$ cat src/rtl/ex_muldiv_pkg.sv
// Shared types and constants for the RV32M iterative multiply/divide sequencer.
package ex_muldiv_pkg;

  typedef enum logic [1:0] {
    IDLE,
    CALC,
    FIX,
    DONE
  } state_t;

  typedef enum logic [2:0] {
    OP_MUL    = 3'd0,
    OP_MULH   = 3'd1,
    OP_MULHSU = 3'd2,
    OP_MULHU  = 3'd3,
    OP_DIV    = 3'd4,
    OP_DIVU   = 3'd5,
    OP_REM    = 3'd6,
    OP_REMU   = 3'd7
  } md_op_t;

  // Special-case results for the 32-bit datapath.
  localparam logic [31:0] DIV0_QUOT = '1;
  localparam logic [31:0] OVF_QUOT  = 32'h8000_0000;

  function automatic logic op_is_div(md_op_t op);
    return op[2];
  endfunction

  function automatic logic op_a_signed(md_op_t op);
    return op inside {OP_MULH, OP_MULHSU, OP_DIV, OP_REM};
  endfunction

  function automatic logic op_b_signed(md_op_t op);
    return op inside {OP_MULH, OP_DIV, OP_REM};
  endfunction

endpackage

$ cat src/rtl/ex_muldiv_ctrl_if.sv
// Execute-stage handshake between the pipeline and the multiply/divide sequencer.
interface ex_muldiv_ctrl_if #(
  parameter int XLEN = 32
);
  logic            start;
  logic [2:0]      op;
  logic [XLEN-1:0] a;
  logic [XLEN-1:0] b;
  logic            flush;
  logic            ex_hold;
  logic            done;
  logic            busy;
  logic [XLEN-1:0] res;

  modport master (
    output start, op, a, b, flush,
    input  ex_hold, done, busy, res
  );

  modport slave (
    input  start, op, a, b, flush,
    output ex_hold, done, busy, res
  );
endinterface

$ cat src/rtl/muldiv_iter_dp.sv
// One-bit-per-cycle datapath: shift-add multiply or restoring divide on unsigned magnitudes.
module muldiv_iter_dp #(
  parameter int XLEN = 32
) (
  input  logic              clk_i,
  input  logic              rst_ni,
  input  logic              load_i,
  input  logic              step_i,
  input  logic              is_div_i,
  input  logic [XLEN-1:0]   mag_a_i,
  input  logic [XLEN-1:0]   mag_b_i,
  output logic [2*XLEN-1:0] prod_o,
  output logic [XLEN-1:0]   quot_o,
  output logic [XLEN-1:0]   rem_o
);

  // Multiply: acc holds {partial product, remaining multiplier bits}.
  // Divide: acc low half shifts the dividend out and the quotient in.
  logic [2*XLEN-1:0] acc_q, acc_d;
  logic [XLEN-1:0]   opb_q;
  logic [XLEN-1:0]   rem_q, rem_d;
  logic              div_q;
  logic [XLEN:0]     mul_sum;
  logic [XLEN:0]     div_shift;
  logic [XLEN:0]     div_diff;

  always_comb begin
    mul_sum   = {1'b0, acc_q[2*XLEN-1:XLEN]} + (acc_q[0] ? {1'b0, opb_q} : '0);
    div_shift = {rem_q, acc_q[XLEN-1]};
    div_diff  = div_shift - {1'b0, opb_q};
    acc_d     = acc_q;
    rem_d     = rem_q;
    if (div_q) begin
      // A borrow out of the top bit means the trial subtract failed: restore.
      if (div_diff[XLEN]) begin
        rem_d               = div_shift[XLEN-1:0];
        acc_d[XLEN-1:0]     = {acc_q[XLEN-2:0], 1'b0};
      end else begin
        rem_d               = div_diff[XLEN-1:0];
        acc_d[XLEN-1:0]     = {acc_q[XLEN-2:0], 1'b1};
      end
    end else begin
      acc_d = {mul_sum, acc_q[XLEN-1:1]};
    end
  end

  always_ff @(posedge clk_i or negedge rst_ni) begin
    if (!rst_ni) begin
      acc_q <= '0;
      opb_q <= '0;
      rem_q <= '0;
      div_q <= 1'b0;
    end else if (load_i) begin
      acc_q <= {{XLEN{1'b0}}, mag_a_i};
      opb_q <= mag_b_i;
      rem_q <= '0;
      div_q <= is_div_i;
    end else if (step_i) begin
      acc_q <= acc_d;
      rem_q <= rem_d;
    end
  end

  assign prod_o = acc_q;
  assign quot_o = acc_q[XLEN-1:0];
  assign rem_o  = rem_q;

endmodule

$ cat src/rtl/ex_muldiv_ctrl.sv
// Sequencer for the shared iterative RV32M unit: FSM, sign handling, special cases, hold/done.
module ex_muldiv_ctrl
  import ex_muldiv_pkg::*;
#(
  parameter int XLEN  = 32,
  parameter int CNT_W = 6
) (
  input  logic              clk_i,
  input  logic              rst_ni,
  ex_muldiv_ctrl_if.slave   md_io
);

  state_t            state_q;
  md_op_t            op_q;
  logic              neg_q;
  logic [CNT_W-1:0]  cnt_q;
  logic [XLEN-1:0]   res_q;
  logic              done_q;
  logic              busy_q;

  md_op_t            op_in;
  logic              accept;
  logic              neg_a, neg_b;
  logic [XLEN-1:0]   mag_a, mag_b;
  logic              div0, ovf;
  logic [XLEN-1:0]   special_res;
  logic [2*XLEN-1:0] prod, prod_fix;
  logic [XLEN-1:0]   quot, rem, quot_fix, rem_fix;
  logic [XLEN-1:0]   fix_res;

  assign op_in  = md_op_t'(md_io.op);
  assign accept = (state_q == IDLE) && md_io.start && !md_io.flush;
  assign neg_a  = op_a_signed(op_in) && md_io.a[XLEN-1];
  assign neg_b  = op_b_signed(op_in) && md_io.b[XLEN-1];
  assign mag_a  = neg_a ? -md_io.a : md_io.a;
  assign mag_b  = neg_b ? -md_io.b : md_io.b;
  assign div0   = op_is_div(op_in) && (md_io.b == '0);
  assign ovf    = ((op_in == OP_DIV) || (op_in == OP_REM)) &&
                  (md_io.a == {1'b1, {(XLEN-1){1'b0}}}) && (md_io.b == '1);

  // op[1] separates REM/REMU from DIV/DIVU among the divide codes.
  always_comb begin
    special_res = '0;
    if (div0) begin
      special_res = op_in[1] ? md_io.a : XLEN'(DIV0_QUOT);
    end else if (ovf) begin
      special_res = op_in[1] ? '0 : XLEN'(OVF_QUOT);
    end
  end

  muldiv_iter_dp #(
    .XLEN (XLEN)
  ) u_dp (
    .clk_i    (clk_i),
    .rst_ni   (rst_ni),
    .load_i   (accept),
    .step_i   (state_q == CALC),
    .is_div_i (op_is_div(op_in)),
    .mag_a_i  (mag_a),
    .mag_b_i  (mag_b),
    .prod_o   (prod),
    .quot_o   (quot),
    .rem_o    (rem)
  );

  assign prod_fix = neg_q ? -prod : prod;
  assign quot_fix = neg_q ? -quot : quot;
  assign rem_fix  = neg_q ? -rem  : rem;

  always_comb begin
    fix_res = '0;
    case (op_q)
      OP_MUL:                        fix_res = prod_fix[XLEN-1:0];
      OP_MULH, OP_MULHSU, OP_MULHU:  fix_res = prod_fix[2*XLEN-1:XLEN];
      OP_DIV, OP_DIVU:               fix_res = quot_fix;
      OP_REM, OP_REMU:               fix_res = rem_fix;
      default:                       fix_res = '0;
    endcase
  end

  always_ff @(posedge clk_i or negedge rst_ni) begin
    if (!rst_ni) begin
      state_q <= IDLE;
      op_q    <= OP_MUL;
      neg_q   <= 1'b0;
      cnt_q   <= '0;
      res_q   <= '0;
      done_q  <= 1'b0;
      busy_q  <= 1'b0;
    end else begin
      done_q <= 1'b0;
      case (state_q)
        IDLE: begin
          if (accept) begin
            op_q   <= op_in;
            // Remainder takes the dividend's sign; everything else the XOR.
            neg_q  <= op_in[2] && op_in[1] ? neg_a : (neg_a ^ neg_b);
            cnt_q  <= '0;
            busy_q <= 1'b1;
            if (div0 || ovf) begin
              res_q   <= special_res;
              done_q  <= 1'b1;
              state_q <= DONE;
            end else begin
              state_q <= CALC;
            end
          end
        end
        CALC: begin
          if (md_io.flush) begin
            busy_q  <= 1'b0;
            state_q <= IDLE;
          end else begin
            cnt_q <= cnt_q + 1'b1;
            if (cnt_q == CNT_W'(XLEN-1)) begin
              state_q <= FIX;
            end
          end
        end
        FIX: begin
          if (md_io.flush) begin
            busy_q  <= 1'b0;
            state_q <= IDLE;
          end else begin
            res_q   <= fix_res;
            done_q  <= 1'b1;
            state_q <= DONE;
          end
        end
        DONE: begin
          busy_q  <= 1'b0;
          state_q <= IDLE;
        end
        default: begin
          busy_q  <= 1'b0;
          state_q <= IDLE;
        end
      endcase
    end
  end

  assign md_io.ex_hold = accept || (state_q == CALC) || (state_q == FIX);
  assign md_io.done    = done_q;
  assign md_io.busy    = busy_q;
  assign md_io.res     = res_q;

endmodule

$ cat src/flat_wrapper.sv
// flat-port wrapper written by rule: the top's interface ports become plain ports
module ex_muldiv_ctrl_flat import ex_muldiv_pkg::*;
#(
  parameter int XLEN  = 32,
  parameter int CNT_W = 6
)
  (clk_i, rst_ni, md_io_start, md_io_op, md_io_a, md_io_b, md_io_flush, md_io_ex_hold, md_io_done, md_io_busy, md_io_res);
  ex_muldiv_ctrl_if #(.XLEN(XLEN)) md_io_i ();
  input  logic clk_i;
  input  logic rst_ni;
  input wire logic [$bits(md_io_i.start)-1:0] md_io_start;
  input wire logic [$bits(md_io_i.op)-1:0] md_io_op;
  input wire logic [$bits(md_io_i.a)-1:0] md_io_a;
  input wire logic [$bits(md_io_i.b)-1:0] md_io_b;
  input wire logic [$bits(md_io_i.flush)-1:0] md_io_flush;
  output wire logic [$bits(md_io_i.ex_hold)-1:0] md_io_ex_hold;
  output wire logic [$bits(md_io_i.done)-1:0] md_io_done;
  output wire logic [$bits(md_io_i.busy)-1:0] md_io_busy;
  output wire logic [$bits(md_io_i.res)-1:0] md_io_res;
  assign md_io_i.start = md_io_start;
  assign md_io_i.op = md_io_op;
  assign md_io_i.a = md_io_a;
  assign md_io_i.b = md_io_b;
  assign md_io_i.flush = md_io_flush;
  assign md_io_ex_hold = md_io_i.ex_hold;
  assign md_io_done = md_io_i.done;
  assign md_io_busy = md_io_i.busy;
  assign md_io_res = md_io_i.res;
  ex_muldiv_ctrl #(.XLEN(XLEN), .CNT_W(CNT_W)) u_core (.clk_i(clk_i), .rst_ni(rst_ni), .md_io(md_io_i));
endmodule
$ cat config.mk
export PLATFORM = sky130hd
export DESIGN_NAME = ex_muldiv_ctrl_flat
export DESIGN_NICKNAME = d
export VERILOG_FILES = /design/src/rtl/ex_muldiv_pkg.sv /design/src/rtl/ex_muldiv_ctrl_if.sv /design/src/rtl/muldiv_iter_dp.sv /design/src/rtl/ex_muldiv_ctrl.sv /design/src/flat_wrapper.sv
export SDC_FILE = /design/constraint.sdc
export NUM_CORES = 1
export LEC_CHECK = 0
export BUFFER_PORTS_ARGS = -buffer_cell sky130_fd_sc_hd__buf_4
export CAP_MARGIN = 20
export CORE_MARGIN = 5
export CORE_UTILIZATION = 60
export DETAILED_ROUTE_END_ITERATION = 10
export PLACE_DENSITY = 0.78
export SYNTH_ARGS = -nofsm -noshare
export SYNTH_HDL_FRONTEND = slang
export SYNTH_HIERARCHICAL = 1
export SYNTH_SLANG_ARGS = --single-unit
export TNS_END_PERCENT = 20
$ cat constraint.sdc
create_clock -name clk_i -period 4 [get_ports clk_i]
set_input_delay 0.6 -clock clk_i [delete_from_list [all_inputs] [get_ports clk_i]]
set_output_delay 0.6 -clock clk_i [all_outputs]
set_load 0.05 [all_outputs]
==> out/results.tsv, run 1 <==
stage	metric	value	unit
outcome	status	completed	
cts	clock-pin slew of the registers on the worst-case setup and hold paths	80	ps
grt	GRT Residual Overflow	0	
sta	unrepaired setup endpoints after global routing	no	
yosys	Compound-Gate Fraction of Synth Area	0.275	
yosys	dominant combinational cell family by area after synthesis	compound AO/OA/AOI/OAI gates	
floorplan	number of placed I/O pins	106	
yosys	Mapped Cells	2358	
yosys	average cell area after synthesis	7.66	um2
yosys	post-synthesis async set-or-reset flop share	1.00	
yosys	simple-gate share of the synthesized area	0.244	
routing	count of unresolved DRC violations after routing	0	
yosys	Yosys Warn Count	6	
routing	Vias per Instance	7.10	
sta	measured slew at the worst slew-check pin	954	ps
yosys	fraction of synthesized cell area in xor and xnor cells	0.0902	
power_and_ir_drop	total power draw	20.0	mW
cts	Clk Latency, worst-skew pair	470	ps
yosys	register area share after synthesis	0.243	
placement	Detailed Place HPWL	54200	um
worst_setup_path	highest fanout seen on the critical path	12	
sta	final max-slew violation count	0	
power_and_ir_drop	pwr dens	1010	mW/mm2
worst_setup_path	CP max stage cell	nor4_1	
sta	minimum clock period after layout	3700	ps
worst_setup_path	most frequent cell on the critical path	buf_4	
sta	final worst clock skew	10.0	ps
final_layout	commonest non-fill, non-tap cell in the layout	nand2_1	
worst_setup_path	Crit Path Class	reg -> reg	
grt	via count of the first global-routing pass	18400	
floorplan	die height	183	um
placement	Port Buf Inserts	105	
worst_setup_path	required arrival time at the worst endpoint	4340	ps
cts	clock tree from TritonCTS	built	
sta	number of setup violations in the final report	0	
yosys	Seq cells post-synth	175	
floorplan	cell row count	63	
power_and_ir_drop	highest ir drop seen on vdd	0.536	mV
cts	H-tree levels	4	
yosys	top_reg_cell synth	dfrtp_1	
yosys	Adder-Cell Fraction of Synth Area	0.0535	
cts	number of buffers between clock root and the deepest sink	2	
grt	met2 routing resource usage after global routing	0.621	
floorplan	DIE AREA	0.0337	mm2
worst_setup_path	cell-by-cell listing of the critical path	nor4_1 -> buf_4 -> nand3b_1 -> buf_4 -> nor2_1 -> mux2i_1 -> o22ai_1 -> a2111oi_0 -> buf_4 -> o31ai_1	
worst_setup_path	critical path endpoint category	register	
worst_setup_path	crit-path leading delay family	simple AND/OR/NAND/NOR gates	
final_layout	layout cells sized above 1	0.126	
routing	first-pass iteration count of the detailed router	7	
sta	max frequency	0.271	GHz
floorplan	area of the core	0.0296	mm2
worst_setup_path	register-to-register setup slack	300	ps
cts	number of buffers inserted by post-CTS setup repair	0	
cts	cts repair resizes	0	
floorplan	initial core utilization	0.609	
final_layout	Layout area overhead	10.2	%
placement	minimum setup slack after placement	277	ps
worst_setup_path	worst path arrival time	4040	ps
power_and_ir_drop	static leakage power	8.33	nW
yosys	proportion of synthesized area in mux cells	0.0285	
worst_setup_path	crit path launch type	register	
final_layout	area of all placed cells without fillers	0.0199	mm2
routing	via count	19800	
sta	number of hold violations in the final report	0	
sta	Fin Setup TNS	0	ps
worst_hold_path	Hold WC Path Type	in -> async	
final_layout	FILL cells	2584	
grt	routing usage on met1	0.541	
worst_setup_path	sum of buffers and inverters on the critical path	3	
final_layout	diode insertion count for antenna repair	0	
floorplan	die span in x	183	um
cts	clock root cell	clkbuf_16	
yosys	cell type with the highest aggregate area in the netlist	dfrtp_1	
routing	Initial DRC Count	3249	
yosys	cell area after synthesis	0.0181	mm2
grt	wire length of the first global-routing pass	108000	um
worst_setup_path	maximum single-stage delay on the critical path	780	ps
worst_setup_path	Reg-to-Reg Start	u_core/u_dp/prod_o[8]	
yosys	Net Count, Synth	2505	
placement	Routability Congestion	1.08	
sta	Max transition margin	0.363	
grt	routing layer with the top usage in global route	met2	
final_layout	highest-count cells in the layout ignoring fill and taps	nand2_1 (277), o21ai_0 (206), buf_4 (190)	
routing	number of routed nets with antenna violations	0	
final_layout	Net count, final	2539	
cts	clock buffers created by TritonCTS	17	
sta	setup slack of the critical path after layout	305	ps
yosys	number of different library cells in the post-synthesis netlist	94	
final_layout	final cell utilization of the core	0.671	
routing	final routed wirelength across all metal layers	71300	um
yosys	ranking of synthesized cells by area	dfrtp_1 (24%), nand2_1 (5.8%), o21ai_0 (5.7%)	
flow_run	maxcap violations	0	
grt	largest net degree at the start of global routing	92	
worst_setup_path	Setup crit start	u_core/u_dp/prod_o[8]	
grt	global routing usage on met3	0.0902	
sta	period utilization	0.924	
placement	placement-stage cell area	0.0192	mm2
cts	clock tree sinks	175	
yosys	area share of the leading cell type in the synthesized netlist	0.243	
routing	mean routed wirelength per cell	25.5	um
cts	CTS Hold Bufs	0	
grt	GRT Util Overall	0.413	
grt	initial antenna violation count	1	
yosys	EDFF count, synth	0	
==> synthesized netlist by cell type (all sizes together), types with 8 or more instances <==
master / n
o21bai: 11
nor2b: 23
buf: 64
nor2: 130
xnor2: 96
nand2: 278
o211ai: 58
a21oi: 150
xor2: 90
nor3: 85
nand3b: 8
dfrtp: 175
o21ai: 210
nor4: 40
a22oi: 17
nand2b: 36
o21a: 11
or2: 9
a311oi: 8
or3: 35
nand3: 49
and2: 39
ha: 74
o2111ai: 8
a21o: 26
or4: 38
o31ai: 50
a211oi: 21
a311o: 8
clkbuf: 117
inv: 82
o22ai: 19
a31oi: 36
a22o: 11
and3: 12
nand4: 61
mux2: 9
o41ai: 26
mux2i: 39
==> power by group <==
part           internal, mW  switching, mW
combinational          5.11           9.06
clock                  1.09          0.838
sequential             2.49           1.42
total                  8.69           11.3
==> kinds of logic (layout without fill, tap and decap cells) <==
| group | after synthesis | in the layout |
|---|---|---|
| AO/OA/AOI/OAI | 738 | 738 |
| XOR/XNOR | 186 | 186 |
| adder cells (fa/ha/maj) | 76 | 76 |
| buffers and inverters | 266 | 313 |
| flip-flops | 175 | 175 |
| multiplexers | 49 | 49 |
| AND/OR/NAND/NOR | 868 | 868 |
==> layer usage <==
metal | vias to the layer above | share of wire
li1 | 8756 | -
met5 | - | 0.00013
met4 | 2 | 0.077
met1 | 9369 | 0.38
met2 | 1424 | 0.43
met3 | 283 | 0.11
==> final timing paths <==
check                                        to  depth (start not counted)
setup / recovery           u_core/md_io.res[16]                         10
hold / removal             u_core/u_dp/opb_q[9]                          1
setup reg to reg           u_core/md_io.res[16]                         10
hold reg to reg            u_core/md_io.res[28]                          2
max in group asynchronous  u_core/md_io.res[14]                          2
min in group clk_i            u_core/u_dp/div_q                          3
==> flip-flops by register name, indices dropped and copies added (netlist names) <==
| register | flops |
|---|---|
| u_core/cnt_q | 6 |
| u_core/md_io.done | 1 |
| u_core/u_dp/rem_o | 32 |
| u_core/neg_q | 1 |
| u_core/u_dp/prod_o | 64 |
| u_core/u_dp/opb_q | 32 |
| u_core/md_io.res | 32 |
| u_core/md_io.busy | 1 |
| u_core/op_q | 3 |
| u_core/u_dp/div_q | 1 |
| u_core/state_q | 2 |
==> area by class of cell <==
type	instances	area [um2]	area share
Multi-Input combinational cell	1917	12500	0.630
Sequential cell	175	4380	0.220
Timing Repair Buffer	196	1530	0.0768
Tap cell	390	488	0.0245
Clock buffer	19	453	0.0228
Inverter	85	319	0.0160
Clock inverter	13	198	0.00994
==> through the flow <==
stage / hold slack [ps] / cells
2_1_floorplan: 304 / 2358
3_3_place_gp: 462 / 2762
3_5_place_dp: 476 / 2763
4_1_cts: 234 / 2795
5_1_grt: 275 / 2795
6_report: 201 / 2795
Power figures use the tool's default switching activity.
==> inputs of run 2 (changes only) <==
==> constraint.sdc (replaced) <==
create_clock -name clk_i -period 3.5 [get_ports clk_i]
set_input_delay 0.525 -clock clk_i [delete_from_list [all_inputs] [get_ports clk_i]]
set_output_delay 0.525 -clock clk_i [all_outputs]
set_load 0.05 [all_outputs]
==> run 2 against run 1 <==
Effect of this change:
- clock skew increased by 1.8 ps
- via count increased by 1.1%
- flip-flop and latch count unchanged
- critical path depth unchanged
- combinational power increased by 20%
- wire length increased by 0.64%
- global-route usage increased by 0.33 points
- non-clock buffer count increased by 63
- die area unchanged
- clock-buffer cell count unchanged
- sequential power increased by 4%
- final area increased by 2.6%
==> out/results.tsv, run 2 (synthesized netlist as in run 1, its figures left out) <==
stage	metric	value	unit
worst_setup_path	worst path arrival time	3770	ps
routing	final routed wirelength across all metal layers	71800	um
final_layout	layout cells sized above 1	0.150	
sta	minimum clock period after layout	3420	ps
floorplan	area of the core	0.0296	mm2
final_layout	final cell utilization of the core	0.689	
sta	measured slew at the worst slew-check pin	827	ps
placement	Port Buf Inserts	105	
cts	clock tree from TritonCTS	built	
final_layout	FILL cells	2578	
sta	Fin Setup TNS	0	ps
power_and_ir_drop	total power draw	23.3	mW
floorplan	die span in x	183	um
worst_setup_path	CP max stage cell	o41ai_1	
final_layout	diode insertion count for antenna repair	0	
sta	period utilization	0.977	
sta	number of hold violations in the final report	0	
cts	number of buffers between clock root and the deepest sink	2	
placement	Detailed Place HPWL	55100	um
worst_setup_path	crit-path leading delay family	compound AO/OA/AOI/OAI gates	
grt	largest net degree at the start of global routing	136	
sta	number of setup violations in the final report	0	
power_and_ir_drop	static leakage power	8.63	nW
worst_hold_path	Hold WC Path Type	in -> async	
final_layout	non-filler cells in the finished layout	2858	
sta	final worst clock skew	11.8	ps
placement	placement-stage cell area	0.0198	mm2
final_layout	area of all placed cells without fillers	0.0204	mm2
grt	via count of the first global-routing pass	18500	
floorplan	cell row count	63	
grt	wire length of the first global-routing pass	109000	um
worst_setup_path	sum of buffers and inverters on the critical path	3	
final_layout	Layout area overhead	13.1	%
sta	final max-slew violation count	0	
placement	total placed cells including tap cells	2826	
outcome	status	completed	
grt	initial antenna violation count	2	
floorplan	die height	183	um
final_layout	highest-count cells in the layout ignoring fill and taps	nand2_1 (277), buf_4 (248), o21ai_0 (204)	
grt	GRT Util Overall	0.416	
worst_setup_path	Crit Path Class	reg -> reg	
cts	CTS Hold Bufs	0	
cts	clock tree sinks	175	
routing	number of routed nets with antenna violations	0	
routing	via count	20000	
routing	first-pass iteration count of the detailed router	8	
worst_setup_path	critical path endpoint category	register	
worst_setup_path	maximum single-stage delay on the critical path	730	ps
grt	GRT Residual Overflow	0	
placement	Routability Congestion	1.08	
cts	Clk Latency, worst-skew pair	460	ps
flow_run	maxcap violations	0	
worst_setup_path	most frequent cell on the critical path	buf_4	
sta	unrepaired setup endpoints after global routing	yes	
worst_setup_path	cell-by-cell listing of the critical path	buf_4 -> nor4_1 -> nand3b_1 -> o41ai_1 -> buf_4 -> xor2_1 -> o22ai_1 -> a211oi_1 -> buf_4 -> o21ai_1	
sta	worst slack on hold paths	90.8	ps
routing	mean routed wirelength per cell	25.1	um
worst_setup_path	crit path launch type	register	
power_and_ir_drop	highest ir drop seen on vdd	0.577	mV
cts	H-tree levels	4	
cts	clock root cell	clkbuf_16	
placement	minimum setup slack after placement	63.8	ps
sta	Max transition margin	0.447	
worst_setup_path	required arrival time at the worst endpoint	3850	ps
worst_setup_path	highest fanout seen on the critical path	11	
cts	clock buffers created by TritonCTS	17	
routing	Vias per Instance	7.01	
final_layout	max FFs per register	64	
floorplan	number of placed I/O pins	106	
final_layout	Net count, final	2602	
routing	count of unresolved DRC violations after routing	0	
floorplan	initial core utilization	0.609	
sta	max frequency	0.292	GHz
power_and_ir_drop	pwr dens	1140	mW/mm2
floorplan	DIE AREA	0.0337	mm2
routing	Initial DRC Count	3175	
sta	setup slack of the critical path after layout	80.3	ps
cts	clock-pin slew of the registers on the worst-case setup and hold paths	80	ps
final_layout	commonest non-fill, non-tap cell in the layout	nand2_1	
[run 2: final timing paths]
path	end	start	slack, ps	depth (start not counted)
max in group asynchronous	u_core/md_io.res[11]	rst_ni	2550	2
max reg2reg	u_core/md_io.res[31]	u_core/u_dp/prod_o[10]	80	10
max	u_core/md_io.res[31]	u_core/u_dp/prod_o[10]	80	10
min in group clk_i	u_core/md_io.done	md_io_flush	340	2
min	u_core/u_dp/opb_q[7]	rst_ni	90	1
min reg2reg	u_core/md_io.res[17]	u_core/md_io.res[17]	490	2
[run 2: area by class of cell]
class	instances	area, um2	share of cell area
multi-input combinational	1917	12600	0.615
sequential	175	4380	0.215
timing repair buffer	259	2070	0.102
tap	390	488	0.0239
clock buffer	19	453	0.0222
inverter	85	319	0.0156
clock inverter	13	149	0.00729
[run 2: power by group]
part	internal (mW)	switching [mW]	leakage, nW
combinational	6.26	10.9	6.06
clock	1.10	0.956	0.293
sequential	2.85	1.23	2.28
total	10.2	13.1	8.63
[run 2: what timing repair did]
action / 4_1_cts / 5_1_grt
buffers inserted: 0 / 0
endpoints found under the setup margin: 0 / 10
resized for setup: 0 / 8
[run 2: routing by layer]
layer	GRT usage	wire length, um	vias up
met5	0	22	-
met4	0.268	5810	4
met3	0.101	8290	303
met2	0.629	31000	1400
met1	0.532	26700	9445
li1	-	-	8894
